## config.mk

```make
export PLATFORM = sky130hd
export DESIGN_NAME = fuzzy_1
export DESIGN_NICKNAME = d
export VERILOG_FILES = /design/src/rtl/fuzzy_1_pkg.sv /design/src/rtl/it2_trap_mf.sv /design/src/rtl/fuzzy_1.sv
export SDC_FILE = /design/constraint.sdc
export NUM_CORES = 1
export LEC_CHECK = 0
export ABC_CLOCK_PERIOD_IN_PS = 79500
export CORE_MARGIN = 5
export CORE_UTILIZATION = 55
export DETAILED_ROUTE_END_ITERATION = 10
export HOLD_SLACK_MARGIN = 0.06
export MAX_ROUTING_LAYER = met4
export PLACE_DENSITY_LB_ADDON = 0.12
export SETUP_SLACK_MARGIN = 0.4
export SLEW_MARGIN = 40
export SYNTH_ARGS = -nofsm -noshare
export SYNTH_HDL_FRONTEND = slang
export SYNTH_SLANG_ARGS = --single-unit
```

## constraint.sdc

```tcl
create_clock -name clk_0 -period 79.5 [get_ports clk_0]
set_input_delay 19.875 -clock clk_0 [delete_from_list [all_inputs] [get_ports clk_0]]
set_output_delay 19.875 -clock clk_0 [all_outputs]
set_load 0.02 [all_outputs]
```

## src/rtl/fuzzy_1_pkg.sv

```systemverilog
// Shared constants for the interval type-2 fuzzy controller.
// Holds the membership breakpoints, consequent centroids, sequencer sizing and the grade helpers.
// Purely declarative: no state and no flow control.
package fuzzy_1_pkg;

  localparam int NUM_RULES = 9;
  localparam int STEP_W    = 4;
  localparam logic [STEP_W-1:0] LAST_STEP = 4'd9;
  localparam logic [7:0] DEFAULT_OUT = 8'd128;

  // Slope gains as shift amounts: upper slopes are 64 wide (x4), lower slopes 32 wide (x8).
  localparam int UPPER_SH = 2;
  localparam int LOWER_SH = 3;

  typedef struct packed {
    logic [7:0] a;
    logic [7:0] b;
    logic [7:0] c;
    logic [7:0] d;
  } trap_t;

  // Index 0 = Low, 1 = Med, 2 = High; shared by both inputs.
  localparam trap_t UPPER_MF [3] = '{
    '{8'd0,   8'd0,   8'd64,  8'd128},
    '{8'd32,  8'd96,  8'd160, 8'd224},
    '{8'd128, 8'd192, 8'd255, 8'd255}
  };
  localparam trap_t LOWER_MF [3] = '{
    '{8'd0,   8'd0,   8'd48,  8'd80},
    '{8'd64,  8'd96,  8'd160, 8'd192},
    '{8'd176, 8'd208, 8'd255, 8'd255}
  };

  // Rule order LL, LM, LH, ML, MM, MH, HL, HM, HH (A set major, B set minor).
  localparam logic [7:0] CENTROID [NUM_RULES] = '{
    8'd16, 8'd48, 8'd96, 8'd80, 8'd128, 8'd176, 8'd160, 8'd208, 8'd240
  };

  // Trapezoid grade: 0 outside [a,d], 255 on the plateau, saturating slope otherwise.
  function automatic logic [7:0] trap_grade(input logic [7:0] x, input trap_t t, input int sh);
    logic [10:0] g;
    g = '0;
    if (x < t.a || x > t.d) return 8'd0;
    if (x >= t.b && x <= t.c) return 8'hFF;
    if (x < t.b) g = {3'b000, x - t.a};
    else         g = {3'b000, t.d - x};
    g = g << sh;
    return (g > 11'd255) ? 8'hFF : g[7:0];
  endfunction

  function automatic logic [7:0] min8(input logic [7:0] p, input logic [7:0] q);
    return (p < q) ? p : q;
  endfunction

endpackage

```

## src/rtl/it2_trap_mf.sv

```systemverilog
// One interval type-2 trapezoid set: upper and lower membership grades of x.
// Latency: combinational, zero cycles.
// No flow control; output follows x continuously.
module it2_trap_mf
  import fuzzy_1_pkg::*;
#(
  parameter trap_t UPPER = '0,
  parameter trap_t LOWER = '0
) (
  input  logic [7:0] x,
  output logic [7:0] upper,
  output logic [7:0] lower
);

  // Both footprint bounds evaluated in parallel from the same crisp value.
  always_comb begin
    upper = trap_grade(x, UPPER, UPPER_SH);
    lower = trap_grade(x, LOWER, LOWER_SH);
  end

endmodule

```

## src/rtl/fuzzy_1.sv

```systemverilog
// Two-input IT2 fuzzy controller: 10-step sweep (sample/clear, then 9 rules), weighted-centroid output.
// Latency: output updates on the 9->0 wrap; at most 20 cycles from an input change.
// No handshake; EN_REGRAS low freezes the sweep in place and resumes from the held step.
module fuzzy_1
  import fuzzy_1_pkg::*;
(
  input  logic              clk_0,
  input  logic              Srst,
  input  logic [7:0]        Entrada_01,
  input  logic [7:0]        Entrada_02,
  input  logic              EN_REGRAS,
  output logic [7:0]        saida_defuzzy,
  output logic              Sclk_int,
  output logic [STEP_W-1:0] SSequencia_regras,
  output logic              SReset_Memoria,
  output logic [5:0]        FOU_ATIVO
);

  logic [STEP_W-1:0] step;
  logic [7:0]        a_s, b_s;
  logic [19:0]       num, num_nxt;
  logic [11:0]       den, den_nxt;
  logic [7:0]        out_r, out_nxt;
  logic              clk_div;
  logic [5:0]        fou;

  logic [7:0]        mf_a, mf_b;
  logic [7:0]        ua [3];
  logic [7:0]        la [3];
  logic [7:0]        ub [3];
  logic [7:0]        lb [3];
  logic [STEP_W-1:0] ridx;
  logic [1:0]        ai, bj;
  logic [7:0]        fu, fl, w;
  logic [8:0]        w_sum;
  logic [15:0]       prod;

  // Six fuzzifier instances: Low/Med/High for each input.
  for (genvar g = 0; g < 3; g++) begin : g_mf
    it2_trap_mf #(.UPPER(UPPER_MF[g]), .LOWER(LOWER_MF[g])) u_mf_a (
      .x(mf_a), .upper(ua[g]), .lower(la[g])
    );
    it2_trap_mf #(.UPPER(UPPER_MF[g]), .LOWER(LOWER_MF[g])) u_mf_b (
      .x(mf_b), .upper(ub[g]), .lower(lb[g])
    );
  end

  // Rule datapath: pick the rule for this step, fire it, and form the next sums and quotient.
  // In step 0 the fuzzifiers see the live inputs so the active-set flags match what gets sampled.
  always_comb begin
    mf_a = (step == '0) ? Entrada_01 : a_s;
    mf_b = (step == '0) ? Entrada_02 : b_s;
    ridx = (step == '0) ? '0 : step - 4'd1;
    if (ridx < 4'd3) begin
      ai = 2'd0;
      bj = ridx[1:0];
    end else if (ridx < 4'd6) begin
      ai = 2'd1;
      bj = 2'(ridx - 4'd3);
    end else begin
      ai = 2'd2;
      bj = 2'(ridx - 4'd6);
    end
    fu      = min8(ua[ai], ub[bj]);
    fl      = min8(la[ai], lb[bj]);
    w_sum   = {1'b0, fu} + {1'b0, fl};
    w       = w_sum[8:1];
    prod    = w * CENTROID[ridx];
    num_nxt = num + {4'b0000, prod};
    den_nxt = den + {4'b0000, w};
    out_nxt = (den_nxt == '0) ? DEFAULT_OUT : 8'(num_nxt / {8'b0000_0000, den_nxt});
  end

  // Free-running divide-by-two status clock, independent of the enable.
  always_ff @(posedge clk_0 or posedge Srst) begin
    if (Srst) clk_div <= 1'b0;
    else      clk_div <= ~clk_div;
  end

  // Sequencer, sample registers, accumulators and output; all held while the enable is low.
  always_ff @(posedge clk_0 or posedge Srst) begin
    if (Srst) begin
      step  <= '0;
      a_s   <= '0;
      b_s   <= '0;
      num   <= '0;
      den   <= '0;
      out_r <= '0;
      fou   <= '0;
    end else if (EN_REGRAS) begin
      if (step == '0) begin
        a_s  <= Entrada_01;
        b_s  <= Entrada_02;
        num  <= '0;
        den  <= '0;
        fou  <= {|ub[2], |ub[1], |ub[0], |ua[2], |ua[1], |ua[0]};
        step <= 4'd1;
      end else begin
        num <= num_nxt;
        den <= den_nxt;
        if (step == LAST_STEP) begin
          step  <= '0;
          out_r <= out_nxt;
        end else begin
          step <= step + 4'd1;
        end
      end
    end
  end

  assign saida_defuzzy     = out_r;
  assign Sclk_int          = clk_div;
  assign SSequencia_regras = step;
  assign SReset_Memoria    = (step == '0);
  assign FOU_ATIVO         = fou;

endmodule

```

# Word level (Yosys, flattened, before mapping)
# Memories as Yosys holds them, arrays and structs flattened.
# Index checks and enable logic that the tools add are counted.
# word_totals
ff_bits	67
mem_count	1
romBits	128
in_bits	19
# mem_list
name	words	word_bits	read_ports	rd_ports_with_merged_regs	wr	line_no	source
(no name shown)	16	8	1	0	0	fuzzy_1.sv:68	prod = w * CENTROID[ridx];
# op_classes
bitwise	5
n_reduce_logical	32
add_sub_neg	25
n_mux	158
n_lt_le_gt_ge	61
eq_ne	1
mul	1
div	1
# ops
operator	count
8-bit two-way mux	99
11-bit by 8-bit greater-than comparator with 1-bit output, second input constant	12
9-bit two-way mux	12
8-bit binary-select mux with 2-bit select	4
8-bit greater-than comparator, second input constant	8
8-bit < comparator, second input constant	8
8-bit subtractor, first input constant	8
8-bit OR reduction	6
1-bit two-way mux	34
8-bit >= comparator, second input constant	4
8-bit <= comparator, second input constant	4
8-bit by 7-bit < comparator with 1-bit output, second input constant	4
8-bit subtractor, second input constant	4
20-bit by 16-bit adder with 20-bit output	1
20-bit by 12-bit divider with 20-bit output	1
20-bit two-way mux	1
8-bit by 1-bit >= comparator with 1-bit output, second input constant	2
8-bit by 7-bit >= comparator with 1-bit output, second input constant	2
8-bit by 7-bit greater-than comparator with 1-bit output, second input constant	2
8-bit by 6-bit <= comparator with 1-bit output, second input constant	2
8-bit by 7-bit <= comparator with 1-bit output, second input constant	2
8-bit by 1-bit < comparator with 1-bit output, second input constant	2
8-bit by 6-bit < comparator with 1-bit output, second input constant	2
8-bit < comparator	2
other kinds (26)	58

# Logic depth before layout (Yosys ltp)
# Gate-level depths: netlist of the first run.
# depth
depth_word	22
ltp_mapped	280
depth_no_buf	258

# Hierarchy
# From an unflattened synthesis of the first run, not the netlist that was laid out.
# unflattened
hier_cells	2558
hier_area_um2	18844.3
# modules_own_cells
mod	area_each_um2	cells_each	n_inst
fuzzy_1	16600.9	2256	1
it2_trap_mf (g_mf[1].u_mf_a ...)	556.8	74	2
it2_trap_mf (g_mf[0].u_mf_a ...)	291.5	42	2
it2_trap_mf (g_mf[2].u_mf_b)	275.3	35	1
it2_trap_mf (g_mf[2].u_mf_a)	271.5	35	1

# Worst setup path before layout of the first run
# OpenSTA, ideal clock, no wires.
# synth_path
kind	input-to-reg
start	input port Entrada_01[2]
end	register out_r[0] (netlist: saida_defuzzy[0])
setup_ps	128
required_time_ps	79372
setup_slack_ps	7811
t_arrival_ps	71561
path_stages	258
cell_sequence	mux2i_1 nand3_1 nor2_1 nand3_1 a21oi_1 nor3_1 a2111oi_0 a21oi_1 o21ai_0 and2_1 inv_1 ha_1 a21o_1 a21o_1 a21o_1 a21oi_1 nor2b_1 o21ai_0 [... 222 more ...] nor2_1 ha_1 a21o_1 a21o_1 a21oi_1 nor2b_1 o21ai_0 nand2b_1 a21oi_1 nor2b_1 o21ai_0 nand2b_1 a21oi_1 nor2b_1 o21ai_0 nand3_1 a31oi_1 o22ai_1
# synth_via
elab_chain_len	19
elab_cells_between_ends	124
cone_classes	12 x add/sub; 1 x mul; 1 x div; 29 x order compare; 69 x mux; 12 x reduce/logical
# synth_rtl
item	line_no	source
start, declared	fuzzy_1.sv:9	input logic [7:0] Entrada_01,
8-bit two-way mux (*)	-	
8-bit subtractor, or another cell as far along	fuzzy_1_pkg.sv:46	else g = {3'b000, t.d - x};
8-bit two-way mux	fuzzy_1_pkg.sv:45	if (x < t.b) g = {3'b000, x - t.a};
9-bit two-way mux or 8-bit two-way mux (tied branches)	fuzzy_1_pkg.sv:45	
9-bit two-way mux or 8-bit two-way mux (tied branches)	fuzzy_1_pkg.sv:44	if (x >= t.b && x <= t.c) return 8'hFF;
11-bit by 8-bit greater-than comparator with 1-bit output	fuzzy_1_pkg.sv:48	return (g > 11'd255) ? 8'hFF : g[7:0];
8-bit two-way mux	fuzzy_1_pkg.sv:48	
8-bit two-way mux	fuzzy_1_pkg.sv:45	
[... 2 more ...]	-	
8-bit two-way mux, on equally long branches (2 in series)	fuzzy_1.sv:64, fuzzy_1.sv:65	
8-bit < comparator	fuzzy_1_pkg.sv:52	return (p < q) ? p : q;
8-bit two-way mux	fuzzy_1_pkg.sv:52	
8-bit by 8-bit adder with 9-bit output (*)	fuzzy_1.sv:66	w_sum = {1'b0, fu} + {1'b0, fl};
8-bit by 8-bit multiplier with 16-bit output	fuzzy_1.sv:68	
20-bit by 16-bit adder with 20-bit output	fuzzy_1.sv:69	num_nxt = num + {4'b0000, prod};
20-bit by 12-bit divider with 20-bit output	fuzzy_1.sv:71	out_nxt = (den_nxt == '0) ? DEFAULT_OUT : 8'(num_nxt / {8'b0000_0000, den_nxt});
8-bit two-way mux (*)	fuzzy_1.sv:71	
end signal, assigned	fuzzy_1.sv:103	out_r <= out_nxt;
end, declared	fuzzy_1.sv:23	logic [7:0] out_r, out_nxt;
# Every way passes the cells marked *; elsewhere a longest branch is shown, timed or not. The select of a mux whose other input is x is not followed.
# A chain may end at the register's enable or synchronous reset.

# Final worst setup path of the first run
# layout_path
start	input port Entrada_02[0]
end	register out_r[0] (netlist: saida_defuzzy[0])
# layout_via
elab_chain_len	19
elab_cells_between_ends	124
cone_classes	12 x add/sub; 1 x mul; 1 x div; 29 x order compare; 69 x mux; 12 x reduce/logical
# layout_rtl
item	line_no	source
start, declared	fuzzy_1.sv:10	input logic [7:0] Entrada_02,
8-bit two-way mux (*)	-	
8-bit subtractor, or another cell as far along	fuzzy_1_pkg.sv:46	
8-bit two-way mux	fuzzy_1_pkg.sv:45	
9-bit two-way mux or 8-bit two-way mux (tied branches)	fuzzy_1_pkg.sv:45	
9-bit two-way mux or 8-bit two-way mux (tied branches)	fuzzy_1_pkg.sv:44	
11-bit by 8-bit greater-than comparator with 1-bit output	fuzzy_1_pkg.sv:48	
8-bit two-way mux	fuzzy_1_pkg.sv:48	
8-bit two-way mux	fuzzy_1_pkg.sv:45	
[... 2 more ...]	-	
8-bit two-way mux, on equally long branches (2 in series)	fuzzy_1.sv:64, fuzzy_1.sv:65	
8-bit < comparator	fuzzy_1_pkg.sv:52	
8-bit two-way mux	fuzzy_1_pkg.sv:52	
8-bit by 8-bit adder with 9-bit output (*)	fuzzy_1.sv:66	
8-bit by 8-bit multiplier with 16-bit output	fuzzy_1.sv:68	
20-bit by 16-bit adder with 20-bit output	fuzzy_1.sv:69	
20-bit by 12-bit divider with 20-bit output	fuzzy_1.sv:71	
8-bit two-way mux (*)	fuzzy_1.sv:71	
# Marks and branches as above.

==> results.yml, run 1 <==
run_status:
  status: "finished, final reports clean"
sta:
  fmax_mhz: 13.40
  post-route-min-period_ns: 74.63
  finalHoldViolCount: 0
  setup_tns_ns: 0
  worstMarginPinSlew_ns: 0.9050
  setup_viol: 0
  slew_headroom_pct: 39.26
  period_share_pct: 93.87
  slew_violations: 0
  skew_ns: 0.005576
  rsz0062_at_grt: "false"
logic_synthesis:
  syn_area_sq_mm: 0.01781
  synth_edf_count: 0
  yosys_warnings: 0
  syn_avg_cell_area_sq_um: 7.127
  synth_seq_area_share_pct: 8.851
  yosys-top-cells-area: "ha_1 (18%), dfrtp_1 (8.9%), nand2_1 (6.1%), nor2_1 (5.4%), a21oi_1 (5.3%)"
  synth_seq_cells: 63
  synth_top_cell_by_area: "ha_1"
  synth.top_cell.area_share_pct: 17.63
  yosysMostFrequentCell: "nand2_1"
  synth_top_flop_cell: "dfrtp_1"
  netlist_instances: 2499
  ys_top_cells_by_count: "nand2_1 (288), nor2_1 (256), ha_1 (251)"
  synth-async-reset-ratio_pct: 100.0
  synth_cell_type_count: 98
detailed_routing:
  routed_wl_mm: 57.72
  ant_nets: 0
  via_per_inst: 6.473
  drt-initial-drc-count: 1844
  firstDrtPassIters: 8
  via_count: 19040
  wire_per_inst_um: 19.62
  drc: 0
hold_path:
  hold_path_depth: 1
  min_to: "Sclk_int$_DFF_PP0_"
  hp-start: "Sclk_int$_DFF_PP0_"
  hp-class: "flop to flop"
worst_setup_path:
  r2r_start: "SSequencia_regras[0]$_DFFE_PP0P_"
  crit_top_cell: "ha_1"
  rrSetupSlack_ns: 22.69
  slowest_delay_ns: 0.57
  cpMaxStageDelayCell: "o41a_1"
  regToRegEndpoint: "saida_defuzzy[0]$_DFFE_PP0P_"
  critPathCaptureType: "flop"
  arrival_ns: 74.84
  path_class: "input port to flop"
  startpoint_type: "input port"
  crit_path_max_fanout: 29
  cp.required_ns: 79.71
  r2r_cells: 248
global_route:
  grt-ovfl-total: 0
  antenna_found_initial: 0
  first_global_vias: 17830
  grt_max_degree: 64
  grt_usage_pct: 31.51
  grt_pass1_wl_mm: 91.74
final_layout:
  drive_above_1_share_pct: 7.539
  diodes: 0
  syn2layout_area_growth_pct: 8.240
  fill_cells: 2964
  final_nets: 2797
floorplan:
  die_w_um: 190.0
  rows: 65
  core_sq_mm: 0.03180
  io_pins: 39
  start_util_pct: 56.01
  fp.dieH_um: 190.0
  die-area_sq_mm: 0.03608
cts:
  numCtsBuffers: 9
  cts_root_buf: "clkbuf_16"
  clock_sinks: 63
  clk_path_buf_depth: 2
  h-tree-depth: 3
  hold_buffers: 0
  cts_tree: "done"
  insertion_delay_ns: 0.35
  clkTransAtPathRegs_ns: 0.06
placed_design:
  hpwl_mm: 44.78
  place_congestion: 0.9973
  io_buffers: 38
job:
  maxCapViolCount: 0
[placed cells by master, fill, tap and decap left out, drive strengths merged, types with 34 or more instances in the layout]
cell / synthesis / final
clkdlybuf4s50: 0 / 37
xor2: 45 / 45
ha: 251 / 251
xnor2: 75 / 75
nor2: 257 / 257
dfrtp: 63 / 63
a21oi: 188 / 188
inv: 140 / 140
o21a: 74 / 74
mux2: 47 / 47
nor3: 89 / 89
a21o: 56 / 56
buf: 14 / 36
nand2: 288 / 288
nand3: 61 / 61
o31ai: 34 / 34
o21ai: 175 / 175
[worst max path at each step]
stage / to / start / cells after the start
global placement: saida_defuzzy[0]$_DFFE_PP0P_ / Entrada_01[0] / 239
CTS: saida_defuzzy[0]$_DFFE_PP0P_ / Entrada_01[0] / 239
detailed placement: saida_defuzzy[0]$_DFFE_PP0P_ / Entrada_01[0] / 238
finish: saida_defuzzy[0]$_DFFE_PP0P_ / Entrada_02[0] / 243
floorplan: saida_defuzzy[0]$_DFFE_PP0P_ / Entrada_01[2] / 258
global route: saida_defuzzy[0]$_DFFE_PP0P_ / Entrada_01[0] / 242
[layer usage]
metal  share of wire, %  GRT usage [%]  wire length, um  vias to the layer above
met2                 46          51.64            26510                      700
met4                2.7          8.625             1532                        0
met3                6.6          3.321             3833                      119
met5                  0              -                0                        -
met1                 45          41.59            25850                     8972
li1                   -              -                -                     9253
[stage by stage]
step / setup WS, ns / instance area, sq um / instances / hold WS [ns] / utilization (%)
finish: 4.874 / 19280 / 2942 / 0.4281 / 60.63
detailed placement: 2.032 / 18750 / 2920 / 0.4265 / 58.97
global route: 0.4020 / 19280 / 2942 / 0.4616 / 60.63
floorplan: 7.811 / 17810 / 2500 / 0.4450 / -
global placement: 2.479 / 18670 / 2919 / 0.4042 / 58.73
CTS: 2.179 / 19060 / 2936 / 0.4350 / 59.95
[critical path: cells and delay by family]
kind / cells / cell delay (ns)
multiplexers: 7 / 2.47
XOR/XNOR: 2 / 0.63
buffers and inverters: 10 / 1.99
AO/OA/AOI/OAI: 131 / 27.60
adder cells (fa/ha/maj): 31 / 10.15
AND/OR/NAND/NOR: 62 / 12.06
[repair_timing]
action | CTS | global route
gates resized for setup | 0 | 32
buffers inserted | 0 | 4
setup endpoints to repair | 0 | 2
[layout make-up]
type | count | area [sq um] | area share [%]
sequential | 63 | 1577 | 8.178
multi-input combinational | 2213 | 15670 | 81.28
tap | 435 | 544.3 | 2.823
inverter | 141 | 529.3 | 2.745
clock inverter | 3 | 40.04 | 0.2077
timing repair buffer | 74 | 649.4 | 3.368
clock buffer | 13 | 270.3 | 1.402
[cell families after synthesis]
logic type | Yosys count | share of synthesized area (%)
AND/OR/NAND/NOR | 916 | 24.25
other | 2 | 0.04217
buffers and inverters | 225 | 4.812
multiplexers | 78 | 4.735
adder cells (fa/ha/maj) | 276 | 20.44
flip-flops | 63 | 8.851
XOR/XNOR | 120 | 5.901
AO/OA/AOI/OAI | 819 | 30.97
[flip-flops by register name (all words and copies together) (netlist names)]
register / count
FOU_ATIVO: 6
SSequencia_regras: 4
Sclk_int: 1
a_s: 8
b_s: 8
den: 12
num: 16
saida_defuzzy: 8
Power of run 1 is not shown: default switching activity piles up to over one toggle a cycle in this logic, so the estimate is an artifact.
==> run 2, diff against run 1 <==
--- a/config.mk
+++ b/config.mk
@@ -8,6 +8,7 @@
 export ABC_CLOCK_PERIOD_IN_PS = 79500
 export CORE_MARGIN = 5
 export CORE_UTILIZATION = 55
+export CTS_CLUSTER_SIZE = 20
 export DETAILED_ROUTE_END_ITERATION = 10
 export HOLD_SLACK_MARGIN = 0.06
 export MAX_ROUTING_LAYER = met4
==> results of run 2 <==
Final layout, timing and power as in run 1 (identical DEF).
Power of run 2 is left out for the same reason.
==> patch 1, RTL diff (config.mk and constraints of run 2) <==
Set the package constant `STEP_W` to 6 (it was 4).
--- a/src/rtl/fuzzy_1_pkg.sv
+++ b/src/rtl/fuzzy_1_pkg.sv
@@ -6,3 +6,3 @@
   localparam int NUM_RULES = 9;
-  localparam int STEP_W    = 4;
+  localparam int STEP_W    = 6;
   localparam logic [STEP_W-1:0] LAST_STEP = 4'd9;
Interface: changed (resized SSequencia_regras); port bits go from 39 to 41. The function was not compared with the original's and may differ.
==> patch 1 against run 2 <==
Worst setup slack worse by 0.65 ns; synthesized area is 0.20% lower; non-clock buffer count is 15 higher; global-route usage is 0.96 points lower; sequential cell count is 2 higher; sequential share of layout area is 0.28 points higher; fmax is 0.86% lower; first-iteration DRC count is 9.9% lower; count of clock-buffer cells in the layout is 1 lower; hold slack worse by 0.010 ns; critical endpoint unchanged; wire length is 3.6% lower; design area is 0.19% lower.
Power is not shown: default switching activity piles up to over one toggle a cycle in this logic, so the estimate is an artifact.
==> patch 1: results <==
[setup_path]
cpPeakStageDelay_ns = 0.61
worst_ep_arrival_time_ns = 75.50
crit_family = compound AO/OA/AOI/OAI gates
worstPathMaxFanout = 28
critPathLaunch = Entrada_02[1]
crit_slowest_cell = fa_1
crit-reg2reg-launch = SSequencia_regras[0]

[global_routing]
grt_pass1_wl_um = 89260
antenna_found_initial = 0
grt_max_degree = 66
gr-usage-all-layers = 0.3054
grt_pass1_vias = 17300

[clock_tree]
insertion_delay_ns = 0.36
root_buffer = clkbuf_16
clk_path_buf_depth = 2
cts_made_buffers = 9
ctsHtreeMaxLevel = 3
clk_pin_slew_worst_paths_ns = 0.06

[timing]
finalClockSkew_ns = 0.01107
max_slew_margin = 0.4482
fin_setup_tns_ns = 0

[placement]
gp_congestion = 0.9914
io_buffers = 40
place_hpwl_um = 42510

[route]
wl_met3_um = 4064
drt_first_pass_iters = 7
drt-initial-drc-count = 1661
wirelength_um = 55660
drt-vias-per-instance = 6.540
met1_length_um = 24850
routed.top_layer = met4
wl_met2_um = 25280

[yosys]
synthAdderAreaFrac = 0.2054
yosys-top-cells-count = 251 x ha_1, 222 x nor2_1, 201 x a21oi_1, 198 x nand2_1, 145 x o21ai_0
synthXorXnorAreaFrac = 0.06785
synthMuxAreaShare = 0.06778
synth_area_leaders = ha_1 18%, dfrtp_1 9.2%, a21oi_1 5.7%
yosys_warnings = 0
ys_types = 123
synthArstFlopShare = 1.000
ys.flop_type = dfrtp_1
synth_compound_area_frac = 0.2999
yosysSeqAreaShare = 0.09150

[cells_and_area]
antenna_cells = 0
fill_cells = 2956
nNetsFinal = 2713
drive_above_1_share = 0.09616
largest_registers = num x16, den x12

[min_path]
worstHoldStart = Sclk_int
hold_path_class = reg2reg

[run_status]
outcome = finished clean
[patch 1: through the flow]
step           cells  setup WS, ns  area [sq um]  hold slack [ns]
2_1_floorplan   2387         9.724         17780           0.4787
3_3_place_gp    2796         2.976         18680           0.4042
3_5_place_dp    2797         2.435         18720           0.4104
4_1_cts         2813         2.562         19040           0.4199
5_1_grt         2825        0.4291         19240           0.4472
6_report        2825         4.229         19240           0.4181
[patch 1: final timing paths]
path	slack, ns	cells after the start	end
hold / removal	0.42	1	Sclk_int
setup / recovery	4.23	245	saida_defuzzy[0]
max in group asynchronous	58.99	3	num[13]
hold reg to reg	0.42	1	Sclk_int
setup reg to reg	22.18	250	saida_defuzzy[0]
min in group asynchronous	20.03	3	b_s[7]
[patch 1: kinds of logic after synthesis]
family | count (synthesis)
muxes | 110
and+or+nand+nor | 801
xor gates and xnor gates | 136
adders and majority gates | 277
buffers and inverters | 202
other | 2
AOI/OAI and AO/OA | 793
DFF | 65
[patch 1: worst register-to-register path, delay by kind of cell (launching register included)]
| family | cells | cell delay (ns) |
|---|---|---|
| AOI/OAI and AO/OA | 125 | 26.98 |
| xor gates and xnor gates | 2 | 0.50 |
| adders and majority gates | 32 | 9.98 |
| buffers and inverters | 12 | 2.08 |
| and+or+nand+nor | 68 | 13.23 |
| DFF | 1 | 0.51 |
| muxes | 11 | 3.87 |
[patch 1: layer usage]
metal,GRT usage,up-vias
li1,-,8938
met5,-,-
met4,0.08486,0
met1,0.4030,8670
met2,0.4970,737
met3,0.03780,131
[patch 1: layout make-up]
| class | count | area share |
|---|---|---|
| clock inverters | 4 | 0.003966 |
| multi-input cells | 2120 | 0.8059 |
| clock buffers | 12 | 0.01281 |
| repair buffers | 89 | 0.04051 |
| well taps | 402 | 0.02614 |
| flip-flops and latches | 65 | 0.08453 |
| inverters | 133 | 0.02614 |
[patch 1: repair_timing]
action | 4_1_cts | 5_1_grt
gates resized for setup | 0 | 17
endpoints found under the setup margin | 0 | 2
hold buffers | 0 | 0
buffers inserted | 0 | 12
==> patch 2, RTL diff (settings of run 2) <==
Made on the original files. Make the reset (`Srst`) synchronous in 2 clocked blocks.
--- a/src/rtl/fuzzy_1.sv
+++ b/src/rtl/fuzzy_1.sv
@@ -74,3 +74,3 @@
   // Free-running divide-by-two status clock, independent of the enable.
-  always_ff @(posedge clk_0 or posedge Srst) begin
+  always_ff @(posedge clk_0) begin
     if (Srst) clk_div <= 1'b0;
@@ -80,3 +80,3 @@
   // Sequencer, sample registers, accumulators and output; all held while the enable is low.
-  always_ff @(posedge clk_0 or posedge Srst) begin
+  always_ff @(posedge clk_0) begin
     if (Srst) begin
Function: differs if Srst is asserted again (counterexample within 4 cycles, from zero or initial values and one cycle with Srst high); with Srst held inactive, the same outputs for 4 cycles.
==> patch 2 against run 2 <==
Sequential share of layout area fell by 1.5 points; synthesized area fell by 2.4%; worst setup slack got worse by 0.54 ns; fmax fell by 0.72%; cell count fell by 2.4%; design area fell by 1.7%; clock skew rose by 0.010 ns; sequential cell count did not move; utilization fell by 0.26 points; wire length fell by 6.9%; critical path type unchanged; critical endpoint is now saida_defuzzy[0]; largest cell class unchanged.
Power is not shown: default switching activity piles up to over one toggle a cycle in this logic, so the estimate is an artifact.
==> patch 2: results <==
[cells_and_area]
drive_above_1_share = 0.09072
antenna_cells = 0
final_cells = 2871
fill_cells = 2975

[yosys]
ys_types = 109
yosys-top-cells-count = 279 x nor2_1, 248 x a21oi_1, 248 x ha_1, 223 x nand2_1, 145 x o21ai_0
ys.flop_type = dfxtp_1
synth_area_leaders = ha_1 18%, dfxtp_1 7.3%, a21oi_1 7.1%
synthArstFlopShare = 0
syn_area_per_cell_sq_um = 7.111
yosysSeqAreaShare = 0.07256

[global_routing]
gr-usage-all-layers = 0.2935
grt_pass1_vias = 17130
grt_pass1_wl_um = 85590

[placement]
gp_congestion = 0.9981
place_hpwl_um = 41500

[route]
drt_first_pass_iters = 6
wl_met2_um = 24950
wl_met3_um = 2951
vias = 18520
drt-initial-drc-count = 1636
met1_length_um = 24680
detail_route.wl_per_cell_um = 18.72

[setup_path]
worstPathMaxFanout = 24
crit_slowest_cell = o311ai_1
cpPeakStageDelay_ns = 0.68

[timing]
finalClockSkew_ns = 0.01589

[run_status]
outcome = finished clean
-- patch 2: cell count changes after synthesis, sizes merged, moves of 22 or more --
cell   change
nand2     -64
dfrtp     -63
dfxtp     +63
a21oi     +62
inv       -30
a22oi     +27
nor2      +22
-- patch 2: cell type report --
cell class,instances,share of cell area
clock inverters,6,0.002443
flip-flops and latches,63,0.06656
clock buffers,10,0.01261
multi-input cells,2200,0.8336
repair buffers,80,0.03645
well taps,402,0.02654
inverters,110,0.02179
-- patch 2: worst paths after layout --
| check | from | cells past startpoint | slack (ns) | end |
|---|---|---|---|---|
| hold reg to reg | Sclk_int | 1 | 0.42 | Sclk_int |
| hold / removal | Sclk_int | 1 | 0.42 | Sclk_int |
| setup / recovery | Entrada_02[0] | 258 | 4.34 | saida_defuzzy[0] |
| setup reg to reg | SSequencia_regras[0] | 262 | 22.59 | saida_defuzzy[0] |
-- patch 2: logic make-up after synthesis --
group           after synthesis  synth area share
mux                          77           0.04845
flops                        63           0.07256
fa+ha+maj                   274            0.2079
compound gates              855            0.3267
other cells                   2         0.0004321
simple gates                861            0.2385
xor+xnor                    128           0.06450
buf+inv                     184           0.04096
-- patch 2: what timing repair did --
action | CTS | global route
resized for setup | 3 | 67
pin swaps | 0 | 7
gates cloned | 0 | 2
setup endpoints to repair | 1 | 2
hold buffers | 0 | 0
setup buffers | 0 | 10
-- patch 2: worst reg2reg max path: cells and delay by family (launching register included) --
family	cells	cell delay, ns
muxes	4	1.45
AOI/OAI and AO/OA	140	28.75
buffers and inverters	11	1.81
xor gates and xnor gates	1	0.31
and+or+nand+nor	74	13.86
adders and majority gates	32	10.04
DFF	1	0.45
-- patch 2: layer usage --
layer,GRT usage,vias to the layer above
met3,0.02271,99
met5,-,-
met2,0.4796,596
met4,0.07369,0
met1,0.3957,8697
li1,-,9129
-- patch 2: per-stage QoR --
stage | setup slack (ns) | cell area [sq um] | util
finish | 4.336 | 18950 | 0.6036
global placement | 0.6078 | 18220 | 0.5804
detailed placement | -0.4787 | 18250 | 0.5813
CTS | 0.4398 | 18540 | 0.5907
global route | 0.2036 | 18950 | 0.6036
floorplan | 6.991 | 17380 | -
